===== src/rtl/npcnn_mc_conv_if.sv =====
`default_nettype none
// ============================================================================
// Module   : npcnn_mc_conv_if
// Brief    : Load, start and result-stream bundle of the multi-channel conv engine
// Revision : 1.0
// ============================================================================
interface npcnn_mc_conv_if #(
  parameter int DW    = 8,
  parameter int ACC_W = 20
);
  logic                    a_wr;
  logic [DW-1:0]           a_data;
  logic                    f_wr;
  logic [DW:0]             f_data;
  logic                    go;
  logic                    out_ready;
  logic                    out_valid;
  logic signed [ACC_W-1:0] out;
  logic [7:0]              out_row;
  logic [7:0]              out_col;
  logic                    busy;
  logic                    done;

  modport master (
    output a_wr, a_data, f_wr, f_data, go, out_ready,
    input  out_valid, out, out_row, out_col, busy, done
  );

  modport slave (
    input  a_wr, a_data, f_wr, f_data, go, out_ready,
    output out_valid, out, out_row, out_col, busy, done
  );
endinterface
`default_nettype wire


===== src/rtl/npcnn_mc_conv.sv =====
`default_nettype none
// ============================================================================
// Module   : npcnn_mc_conv
// Brief    : Multi-channel strided/padded 2-D convolution, one MAC per cycle
// Revision : 1.0
// ============================================================================
module npcnn_mc_conv #(
  parameter int DW     = 8,
  parameter int A_SIZE = 6,
  parameter int F_SIZE = 3,
  parameter int CH     = 2,
  parameter int STRIDE = 1,
  parameter int PAD    = 0,
  parameter int ACC_W  = 20
) (
  input  logic              clk,
  input  logic              rst,
  npcnn_mc_conv_if.slave    bus
);
  localparam int O_SIZE = (A_SIZE + 2*PAD - F_SIZE) / STRIDE + 1;
  localparam int A_N    = CH * A_SIZE * A_SIZE;
  localparam int F_N    = CH * F_SIZE * F_SIZE;
  localparam int A_AW   = (A_N > 1) ? $clog2(A_N) : 1;
  localparam int F_AW   = (F_N > 1) ? $clog2(F_N) : 1;
  localparam int PROD_W = 2*DW + 2;
  localparam int SUM_W0 = PROD_W + $clog2(F_N + 1);
  // At least one bit wider than the output so the clamp bounds are representable
  localparam int SUM_W  = (SUM_W0 > ACC_W) ? SUM_W0 : ACC_W + 1;

  localparam logic signed [SUM_W-1:0] SAT_MAX = {{(SUM_W-ACC_W+1){1'b0}}, {(ACC_W-1){1'b1}}};
  localparam logic signed [SUM_W-1:0] SAT_MIN = {{(SUM_W-ACC_W+1){1'b1}}, {(ACC_W-1){1'b0}}};

  localparam logic [1:0] S_IDLE = 2'd0;
  localparam logic [1:0] S_MAC  = 2'd1;
  localparam logic [1:0] S_OUT  = 2'd2;
  localparam logic [1:0] S_DONE = 2'd3;

  logic [DW-1:0]           img_q [A_N];
  logic signed [DW:0]      flt_q [F_N];

  logic [1:0]              state_q, state_d;
  logic [A_AW-1:0]         a_ptr_q, a_ptr_d;
  logic [F_AW-1:0]         f_ptr_q, f_ptr_d;
  logic [7:0]              ch_q, ch_d, fr_q, fr_d, fc_q, fc_d;
  logic [7:0]              r_q, r_d, c_q, c_d;
  logic signed [SUM_W-1:0] acc_q, acc_d;
  logic signed [ACC_W-1:0] out_q, out_d;
  logic [7:0]              row_q, row_d, col_q, col_d;
  logic                    valid_q, valid_d, done_q, done_d;

  int                      w_y, w_x, w_aidx_i;
  logic                    w_inb, w_last, w_final;
  logic [A_AW-1:0]         w_aidx;
  logic [F_AW-1:0]         w_fidx;
  logic [DW-1:0]           w_pix;
  logic signed [PROD_W-1:0] w_prod;
  logic signed [SUM_W-1:0] w_sum;
  logic signed [ACC_W-1:0] w_sat;

  // Padding taps fall outside the stored image and read as zero
  always_comb begin
    w_y      = int'(r_q) * STRIDE + int'(fr_q) - PAD;
    w_x      = int'(c_q) * STRIDE + int'(fc_q) - PAD;
    w_inb    = (w_y >= 0) && (w_y < A_SIZE) && (w_x >= 0) && (w_x < A_SIZE);
    w_aidx_i = int'(ch_q) * A_SIZE * A_SIZE + w_y * A_SIZE + w_x;
    w_aidx   = w_inb ? A_AW'(w_aidx_i) : '0;
    w_fidx   = F_AW'(int'(ch_q) * F_SIZE * F_SIZE + int'(fr_q) * F_SIZE + int'(fc_q));
    w_pix    = w_inb ? img_q[w_aidx] : '0;
    w_prod   = PROD_W'($signed({1'b0, w_pix})) * PROD_W'(flt_q[w_fidx]);
    w_sum    = acc_q + SUM_W'(w_prod);
    if (w_sum > SAT_MAX)      w_sat = SAT_MAX[ACC_W-1:0];
    else if (w_sum < SAT_MIN) w_sat = SAT_MIN[ACC_W-1:0];
    else                      w_sat = w_sum[ACC_W-1:0];
    w_last  = (ch_q == 8'(CH-1)) && (fr_q == 8'(F_SIZE-1)) && (fc_q == 8'(F_SIZE-1));
    w_final = (r_q == 8'(O_SIZE-1)) && (c_q == 8'(O_SIZE-1));
  end

  always_comb begin
    state_d = state_q;
    a_ptr_d = a_ptr_q;
    f_ptr_d = f_ptr_q;
    ch_d    = ch_q;
    fr_d    = fr_q;
    fc_d    = fc_q;
    r_d     = r_q;
    c_d     = c_q;
    acc_d   = acc_q;
    out_d   = out_q;
    row_d   = row_q;
    col_d   = col_q;
    valid_d = valid_q;
    done_d  = 1'b0;
    case (state_q)
      S_IDLE: begin
        if (bus.a_wr) a_ptr_d = (a_ptr_q == A_AW'(A_N-1)) ? '0 : a_ptr_q + 1'b1;
        if (bus.f_wr) f_ptr_d = (f_ptr_q == F_AW'(F_N-1)) ? '0 : f_ptr_q + 1'b1;
        if (bus.go) begin
          state_d = S_MAC;
          a_ptr_d = '0;
          f_ptr_d = '0;
          r_d     = '0;
          c_d     = '0;
          ch_d    = '0;
          fr_d    = '0;
          fc_d    = '0;
          acc_d   = '0;
        end
      end
      S_MAC: begin
        acc_d = w_sum;
        if (fc_q == 8'(F_SIZE-1)) begin
          fc_d = '0;
          if (fr_q == 8'(F_SIZE-1)) begin
            fr_d = '0;
            ch_d = ch_q + 8'd1;
          end else begin
            fr_d = fr_q + 8'd1;
          end
        end else begin
          fc_d = fc_q + 8'd1;
        end
        if (w_last) begin
          ch_d    = '0;
          out_d   = w_sat;
          row_d   = r_q;
          col_d   = c_q;
          valid_d = 1'b1;
          state_d = S_OUT;
        end
      end
      S_OUT: begin
        if (valid_q && bus.out_ready) begin
          valid_d = 1'b0;
          acc_d   = '0;
          if (w_final) begin
            state_d = S_DONE;
            done_d  = 1'b1;
          end else begin
            state_d = S_MAC;
            if (c_q == 8'(O_SIZE-1)) begin
              c_d = '0;
              r_d = r_q + 8'd1;
            end else begin
              c_d = c_q + 8'd1;
            end
          end
        end
      end
      default: state_d = S_IDLE;
    endcase
  end

  always_ff @(posedge clk or posedge rst) begin
    if (rst) begin
      state_q <= S_IDLE;
      a_ptr_q <= '0;
      f_ptr_q <= '0;
      ch_q    <= '0;
      fr_q    <= '0;
      fc_q    <= '0;
      r_q     <= '0;
      c_q     <= '0;
      acc_q   <= '0;
      out_q   <= '0;
      row_q   <= '0;
      col_q   <= '0;
      valid_q <= 1'b0;
      done_q  <= 1'b0;
    end else begin
      state_q <= state_d;
      a_ptr_q <= a_ptr_d;
      f_ptr_q <= f_ptr_d;
      ch_q    <= ch_d;
      fr_q    <= fr_d;
      fc_q    <= fc_d;
      r_q     <= r_d;
      c_q     <= c_d;
      acc_q   <= acc_d;
      out_q   <= out_d;
      row_q   <= row_d;
      col_q   <= col_d;
      valid_q <= valid_d;
      done_q  <= done_d;
    end
  end

  // Storage arrays survive reset; only the write pointers are cleared
  always_ff @(posedge clk) begin
    if (state_q == S_IDLE && bus.a_wr) img_q[a_ptr_q] <= bus.a_data;
    if (state_q == S_IDLE && bus.f_wr) flt_q[f_ptr_q] <= $signed(bus.f_data);
  end

  assign bus.out_valid = valid_q;
  assign bus.out       = out_q;
  assign bus.out_row   = row_q;
  assign bus.out_col   = col_q;
  assign bus.busy      = (state_q != S_IDLE);
  assign bus.done      = done_q;
endmodule
`default_nettype wire


===== src/flat_wrapper.sv =====
// flat-port wrapper written by rule: the top's interface ports become plain ports
module npcnn_mc_conv_flat 
#(
  parameter int DW     = 8,
  parameter int A_SIZE = 6,
  parameter int F_SIZE = 3,
  parameter int CH     = 2,
  parameter int STRIDE = 1,
  parameter int PAD    = 0,
  parameter int ACC_W  = 20
)
  (clk, rst, bus_a_wr, bus_a_data, bus_f_wr, bus_f_data, bus_go, bus_out_ready, bus_out_valid, bus_out, bus_out_row, bus_out_col, bus_busy, bus_done);
  npcnn_mc_conv_if #(.DW(DW), .ACC_W(ACC_W)) bus_i ();
  input  logic clk;
  input  logic rst;
  input wire logic [$bits(bus_i.a_wr)-1:0] bus_a_wr;
  input wire logic [$bits(bus_i.a_data)-1:0] bus_a_data;
  input wire logic [$bits(bus_i.f_wr)-1:0] bus_f_wr;
  input wire logic [$bits(bus_i.f_data)-1:0] bus_f_data;
  input wire logic [$bits(bus_i.go)-1:0] bus_go;
  input wire logic [$bits(bus_i.out_ready)-1:0] bus_out_ready;
  output wire logic [$bits(bus_i.out_valid)-1:0] bus_out_valid;
  output wire logic [$bits(bus_i.out)-1:0] bus_out;
  output wire logic [$bits(bus_i.out_row)-1:0] bus_out_row;
  output wire logic [$bits(bus_i.out_col)-1:0] bus_out_col;
  output wire logic [$bits(bus_i.busy)-1:0] bus_busy;
  output wire logic [$bits(bus_i.done)-1:0] bus_done;
  assign bus_i.a_wr = bus_a_wr;
  assign bus_i.a_data = bus_a_data;
  assign bus_i.f_wr = bus_f_wr;
  assign bus_i.f_data = bus_f_data;
  assign bus_i.go = bus_go;
  assign bus_i.out_ready = bus_out_ready;
  assign bus_out_valid = bus_i.out_valid;
  assign bus_out = bus_i.out;
  assign bus_out_row = bus_i.out_row;
  assign bus_out_col = bus_i.out_col;
  assign bus_busy = bus_i.busy;
  assign bus_done = bus_i.done;
  npcnn_mc_conv #(.DW(DW), .A_SIZE(A_SIZE), .F_SIZE(F_SIZE), .CH(CH), .STRIDE(STRIDE), .PAD(PAD), .ACC_W(ACC_W)) u_core (.clk(clk), .rst(rst), .bus(bus_i));
endmodule

===== config.mk =====
export PLATFORM = sky130hd
export DESIGN_NAME = npcnn_mc_conv_flat
export DESIGN_NICKNAME = d
export VERILOG_FILES = /design/src/rtl/npcnn_mc_conv_if.sv /design/src/rtl/npcnn_mc_conv.sv /design/src/flat_wrapper.sv
export SDC_FILE = /design/constraint.sdc
export NUM_CORES = 2
export LEC_CHECK = 0
export ABC_CLOCK_PERIOD_IN_PS = 13000
export BUFFER_PORTS_ARGS = -buffer_cell sky130_fd_sc_hd__buf_4
export CORE_MARGIN = 4
export CORE_UTILIZATION = 50
export DETAILED_ROUTE_END_ITERATION = 7
export GPL_TIMING_DRIVEN = 0
export PLACE_DENSITY = 0.66
export SETUP_SLACK_MARGIN = 0.5
export SYNTH_ARGS = -nofsm -noshare
export SYNTH_HDL_FRONTEND = slang
export SYNTH_SLANG_ARGS = --single-unit

===== constraint.sdc =====
create_clock -name clk -period 13 [get_ports clk]
set_clock_uncertainty 0.2 [all_clocks]
set_input_delay 3.25 -clock clk [delete_from_list [all_inputs] [get_ports clk]]
set_output_delay 3.25 -clock clk [all_outputs]
set_load 0.005 [all_outputs]

# Yosys cells after proc, flatten, opt, wreduce, memory -nomap -nowiden
# Memory sizes are Yosys's and may differ from the RTL's.
# Cells that the tools add are included.
# totals
mem_bits_rw	738
mem_count	2
out_inout_bits	39
ff_bits	115
# mem_list
memory	words	width	read_ports	rd_clocked_by_memory_dff	wr	line_no	text
u_core.img_q	72	8	1	0	1	npcnn_mc_conv.sv:38	logic [DW-1:0] img_q [A_N];
u_core.flt_q	18	9	1	0	1	npcnn_mc_conv.sv:39	logic signed [DW:0] flt_q [F_N];
# op_classes
addsub	14
n_eq_ne	17
muxes	46
n_reduce_logical	28
order_cmp	6
n_mul	7
# ops
op	n
8-bit two-way mux	14
8-bit one-hot mux with 2 select lines	5
23-bit one-hot mux with 3 select lines	1
23-bit two-way mux	2
8-bit by 1-bit adder with 8-bit output (second input constant)	5
20-bit two-way mux	2
8-bit by 2-bit == test with 1-bit output (second input constant)	4
32-bit by 1-bit greater-or-equal comparator with 1-bit output (second input constant)	1
32-bit by 4-bit less-than comparator with 1-bit output (second input constant)	1
32-bit by 3-bit multiplier with 5-bit output (second input constant)	1
32-bit by 3-bit multiplier with 6-bit output (second input constant)	1
31-bit by 3-bit multiplier with 5-bit output (second input constant)	1
7-bit two-way mux	4
23-bit by 18-bit adder with 23-bit output	1
23-bit by 20-bit > comparator with 1-bit output (second input constant)	1
23-bit by 20-bit less-than comparator with 1-bit output (second input constant)	1
8-bit by 2-bit multiplier with 10-bit output (second input constant)	2
8-bit by 8-bit adder with 9-bit output	2
9-bit by 9-bit multiplier with 18-bit output	1
5-bit two-way mux	3
7-bit adder	2
3-bit AND reduction	4
2-bit nonzero test	6
5-bit adder	2
23 further kinds	51

# Longest topological paths before layout
# An unclocked memory read counts as a cell.
# depth
ltp_word	13
mapped_depth	43
ltp_nobuf	42

# Worst setup path after synthesis
# OpenSTA, ideal clock, no wires.
# synth_path
kind	flip-flop to flip-flop
startpoint	register u_core.r_q[2]
endpoint	register u_core.out_q[10] (netlist: u_core.bus.out[10])
required_time_ns	12.723
setup_time_ns	0.077
arrival_time_ns	11.097
path_stages_with_launch	42
setup_slack_ns	1.626
cell_sequence	dfrtp_1 > ha_1 > or2_2 > a21o_1 > nand2_1 > inv_1 > ha_1 > inv_1 > fa_1 > fa_1 > inv_1 > ha_1 > a21o_1 > a21oi_1 > xor2_1 > xnor2_1 > xnor3_1 > nor3b_1 > (+6 left out) > fa_1 > inv_1 > fa_1 > inv_1 > fa_1 > inv_1 > fa_1 > inv_1 > ha_1 > or3_1 > a21oi_1 > a211oi_1 > o31ai_1 > o21ai_0 > o41ai_1 > clkbuf_1 > nand2_1 > a21oi_1
# synth_via
elab_chain_len	13
elab_cells_between_ends	18
cone_classes	4 x add/sub; 2 x mul; 4 x order compare; 4 x mux; 3 x reduce/logical; 1 x memory
# synth_rtl
element	line_no	text
start, declared	npcnn_mc_conv.sv:45	logic [7:0] r_q, r_d, c_q, c_d;
start signal, assigned	npcnn_mc_conv.sv:176	r_q <= r_d;
8-bit by 8-bit adder with 9-bit output (*)	npcnn_mc_conv.sv:62	w_y = int'(r_q) * STRIDE + int'(fr_q) - PAD;
parallel branches: the longest is 6 deep, another holds 32-bit by 3-bit multiplier with 6-bit output	--	
8-bit two-way mux (*)	npcnn_mc_conv.sv:68	w_pix = w_inb ? img_q[w_aidx] : '0;
9-bit by 9-bit multiplier with 18-bit output (*)	npcnn_mc_conv.sv:69	w_prod = PROD_W'($signed({1'b0, w_pix})) * PROD_W'(flt_q[w_fidx]);
23-bit by 18-bit adder with 23-bit output (*)	npcnn_mc_conv.sv:70	w_sum = acc_q + SUM_W'(w_prod);
23-bit by 20-bit less-than comparator with 1-bit output	npcnn_mc_conv.sv:72	else if (w_sum < SAT_MIN) w_sat = SAT_MIN[ACC_W-1:0];
20-bit two-way mux	npcnn_mc_conv.sv:72	
20-bit two-way mux (*)	npcnn_mc_conv.sv:71	if (w_sum > SAT_MAX) w_sat = SAT_MAX[ACC_W-1:0];
end signal, assigned	npcnn_mc_conv.sv:179	out_q <= out_d;
end, declared	npcnn_mc_conv.sv:47	logic signed [ACC_W-1:0] out_q, out_d;
# Mark *: on every way between the ends.
# A chain may end at the register's enable or synchronous reset.

# Worst setup path in the final report
# layout_path
startpoint	register u_core.fr_q[0]
endpoint	register u_core.out_q[6] (netlist: u_core.bus.out[6])
# layout_via
elab_chain_len	13
elab_cells_between_ends	26
cone_classes	6 x add/sub; 3 x mul; 4 x order compare; 1 x eq/ne; 4 x mux; 6 x reduce/logical; 2 x memory
# layout_rtl
element	line_no	text
start, declared	npcnn_mc_conv.sv:44	logic [7:0] ch_q, ch_d, fr_q, fr_d, fc_q, fc_d;
start signal, assigned	npcnn_mc_conv.sv:174	fr_q <= fr_d;
parallel branches: the longest is 13 deep, another holds 32-bit by 3-bit multiplier with 6-bit output	--	
# Several ways; the timed one is not identified.

==> results.json <==
{
  "synth_common_cells": "edfxtp_1 (738), nor2_1 (233), nand2_1 (211), ha_1 (130), inv_1 (127)",
  "drv_cap": 0,
  "dp_hpwl_mm": 79.56,
  "io_pins": 62,
  "rsz0062_at_grt": "no",
  "synth_top_area_frac": 0.5600,
  "ys_ff_latch": 853,
  "worst_slew_pin_slew_ns": 1.379,
  "cp_max_fo": 10,
  "synth.most_common_cell": "edfxtp_1",
  "layout-drive-gt1-share": 0.1401,
  "overflow": 0,
  "setup-violations-final": 0,
  "timing.final.crit_period_ns": 12.12,
  "synth_cells": 2768,
  "fp.dieArea_um2": 83710,
  "track_usage": 0.2812,
  "die_x_um": 289.3,
  "grt_antenna_before_repair": 5,
  "critPathRequiredTime_ns": 13.32,
  "drt-total-wl_mm": 117.7,
  "synth_area_leaders": "edfxtp_1 (56%), dfrtp_1 (7.3%), mux4_2 (5.3%), ha_1 (4.1%), fa_1 (3.7%)",
  "drt_iter0_markers": 3445,
  "syn_to_final_growth_pct": 13.14,
  "grt_pass1_vias": 25020,
  "critical_path_class": "flop to flop",
  "htreeDepth": 3,
  "start_kind": "flop",
  "clk_latency_ns": 0.66,
  "io_buffers": 61,
  "synth_xor_area_frac": 0.01496,
  "synth_top_area_cell": "edfxtp_1",
  "viasPerCell": 6.393,
  "ys_types": 86,
  "slew_headroom": 0.07362,
  "avgSynthCellArea_um2": 14.30,
  "path_clk_slew_ns": 0.06,
  "async_flop_share": 0.1348,
  "synth_compound_area_frac": 0.08711,
  "initial_core_util": 0.5075,
  "numCtsBuffers": 89,
  "gr-usage-met1": 0.4033,
  "vias": 25960,
  "grt_pass1_wl_mm": 171.3,
  "hold_viol": 0,
  "synth_fp_nets": 2995,
  "grt_max_degree": 91,
  "worstPathArrival_ns": 12.44,
  "clkSinkCount": 853,
  "ys.flop_type": "edfxtp_1",
  "ys_seq_area_frac": 0.6327,
  "design.core.area_um2": 77980,
  "reg2reg_slack_ns": 0.88,
  "setup_tns_ns": 0,
  "slew_viol_final": 0,
  "holdWs_ns": 0.2670,
  "use_met3": 0.06137,
  "wl_per_cell_um": 28.99,
  "ys_warn_count": 0,
  "cts_tree": "built",
  "drc_errors": 0,
  "clk_path_buf_depth": 3,
  "nFillCells": 6128,
  "die_h_um": 289.3,
  "synth_fa_ha_area_frac": 0.07854,
  "crit_path_max_incr_delay_ns": 0.85,
  "synth_edf_count": 738,
  "grt.busiest_layer": "met2",
  "grt_use_met2": 0.4293,
  "gp_congestion": 0.9693,
  "synth_top_family_by_area": "compound AO/OA/AOI/OAI gates",
  "crit_top_cell": "fa_1",
  "nets": 3180,
  "synth.area.mux_share": 0.07911,
  "slowest_stage": "clkbuf_1",
  "rows": 102,
  "holdBufCountCts": 0,
  "netlist_area_um2": 39570,
  "clock.fmax_mhz": 82.52,
  "post-route-period-util": 0.9322,
  "hold_path.class": "flop to flop",
  "end_kind": "flop",
  "drtAntennaViolNets": 0,
  "yosys.area_share.simple": 0.08388,
  "cts-root-buf": "clkbuf_16",
  "first_pass_iters": 6,
  "outcome": "complete, no violations"
}
[per-stage QoR]
| stage | utilization | instance area (um2) | std cells | setup slack (ns) |
|---|---|---|---|---|
| 3_5_place_dp | 0.5323 | 41510 | 3880 | -1.259 |
| 4_1_cts | 0.5716 | 44570 | 4053 | 0.5060 |
| 5_1_grt | 0.5742 | 44770 | 4059 | 0.5023 |
| 6_report | 0.5742 | 44770 | 4060 | 0.8814 |
| 2_1_floorplan | - | 39570 | 2768 | 1.626 |
| 3_3_place_gp | 0.5301 | 41330 | 3869 | -1.267 |
[what timing repair did]
item | in CTS | in global routing
gates resized for setup | 42 | 31
buffers inserted | 16 | 6
pin swaps | 7 | 5
endpoints found under the setup margin | 27 | 19
[worst max-delay path, delay by kind of cell (launching register included)]
kind,cells,cell delay [ns]
fa+ha+maj,11,4.77
buf+inv,9,2.85
compound gates,10,2.22
simple gates,3,0.81
flops,1,0.56
mux,1,0.27
xor+xnor,1,0.25
[path summary, 6_finish.rpt]
kind,startpoint,end,cells after the start
min,u_core.bus.out_row[3]$_DFFE_PP0P_,u_core.bus.out_row[3]$_DFFE_PP0P_,2
max in group asynchronous,rst,u_core.a_ptr_q[3]$_DFFE_PP0P_,3
max reg2reg,u_core.fr_q[0]$_DFFE_PP0P_,u_core.bus.out[6]$_DFFE_PP0P_,35
min in group asynchronous,rst,u_core.acc_q[19]$_DFFE_PP0P_,2
min reg2reg,u_core.bus.out_row[3]$_DFFE_PP0P_,u_core.bus.out_row[3]$_DFFE_PP0P_,2
max,u_core.fr_q[0]$_DFFE_PP0P_,u_core.bus.out[6]$_DFFE_PP0P_,35
[metal layers]
| layer | vias to the layer above | wire length (um) |
|---|---|---|
| met3 | 291 | 13020 |
| li1 | 10920 | - |
| met2 | 1540 | 53110 |
| met5 | - | 0 |
| met1 | 13200 | 46820 |
| met4 | 0 | 4743 |
[state kept, by name, summed over array words and instances (netlist names)]
| register | cells |
|---|---|
| u_core.bus.out_col | 8 |
| u_core.f_ptr_q | 5 |
| u_core.state_q | 2 |
| u_core.bus.out | 20 |
| u_core.bus.done | 1 |
| u_core.fc_q | 8 |
| u_core.fr_q | 8 |
| u_core.ch_q | 8 |
| u_core.flt_q | 162 |
| u_core.img_q | 576 |
| u_core.bus.out_row | 8 |
| u_core.c_q | 8 |
| u_core.a_ptr_q | 7 |
| u_core.acc_q | 23 |
| u_core.bus.out_valid | 1 |
| u_core.r_q | 8 |
[cell families (layout without fill, tap and decap cells)]
family | after synthesis | count (layout)
other | 0 | 1
AND/OR/NAND/NOR | 709 | 709
XOR/XNOR | 66 | 66
AO/OA/AOI/OAI | 499 | 499
adder cells (fa/ha/maj) | 204 | 204
multiplexers | 193 | 193
buffers and inverters | 244 | 495
flip-flops | 853 | 853
[cells in the final DEF (no fill, tap or decap), types with 37 or more instances in the layout]
| master | count |
|---|---|
| edfxtp_1 | 738 |
| nor2_1 | 231 |
| nand2_1 | 211 |
| ha_1 | 130 |
| inv_1 | 126 |
| dfrtp_1 | 115 |
| a21oi_1 | 113 |
| clkbuf_1 | 105 |
| mux4_2 | 93 |
| buf_4 | 90 |
| clkbuf_16 | 90 |
| o21ai_0 | 85 |
| fa_1 | 74 |
| mux2i_1 | 71 |
| nand3_1 | 37 |
[area by class of cell]
cell class                      count  area (um2)  area share
Buffer                            116       511.7     0.01143
Antenna cell                        1       2.502  0.00005589
Multi-Input combinational cell   1671       13930      0.3112
Tap cell                         1040        1301     0.02906
Clock buffer                      119        2381     0.05318
Timing Repair Buffer               94       765.7     0.01710
Clock inverter                     38       355.3    0.007936
Inverter                          128       485.5     0.01084
Sequential cell                   853       25040      0.5592
Power is left out: the tool's default activity adds up to more than one toggle a clock period on the data nets, which glitch-free logic cannot reach.
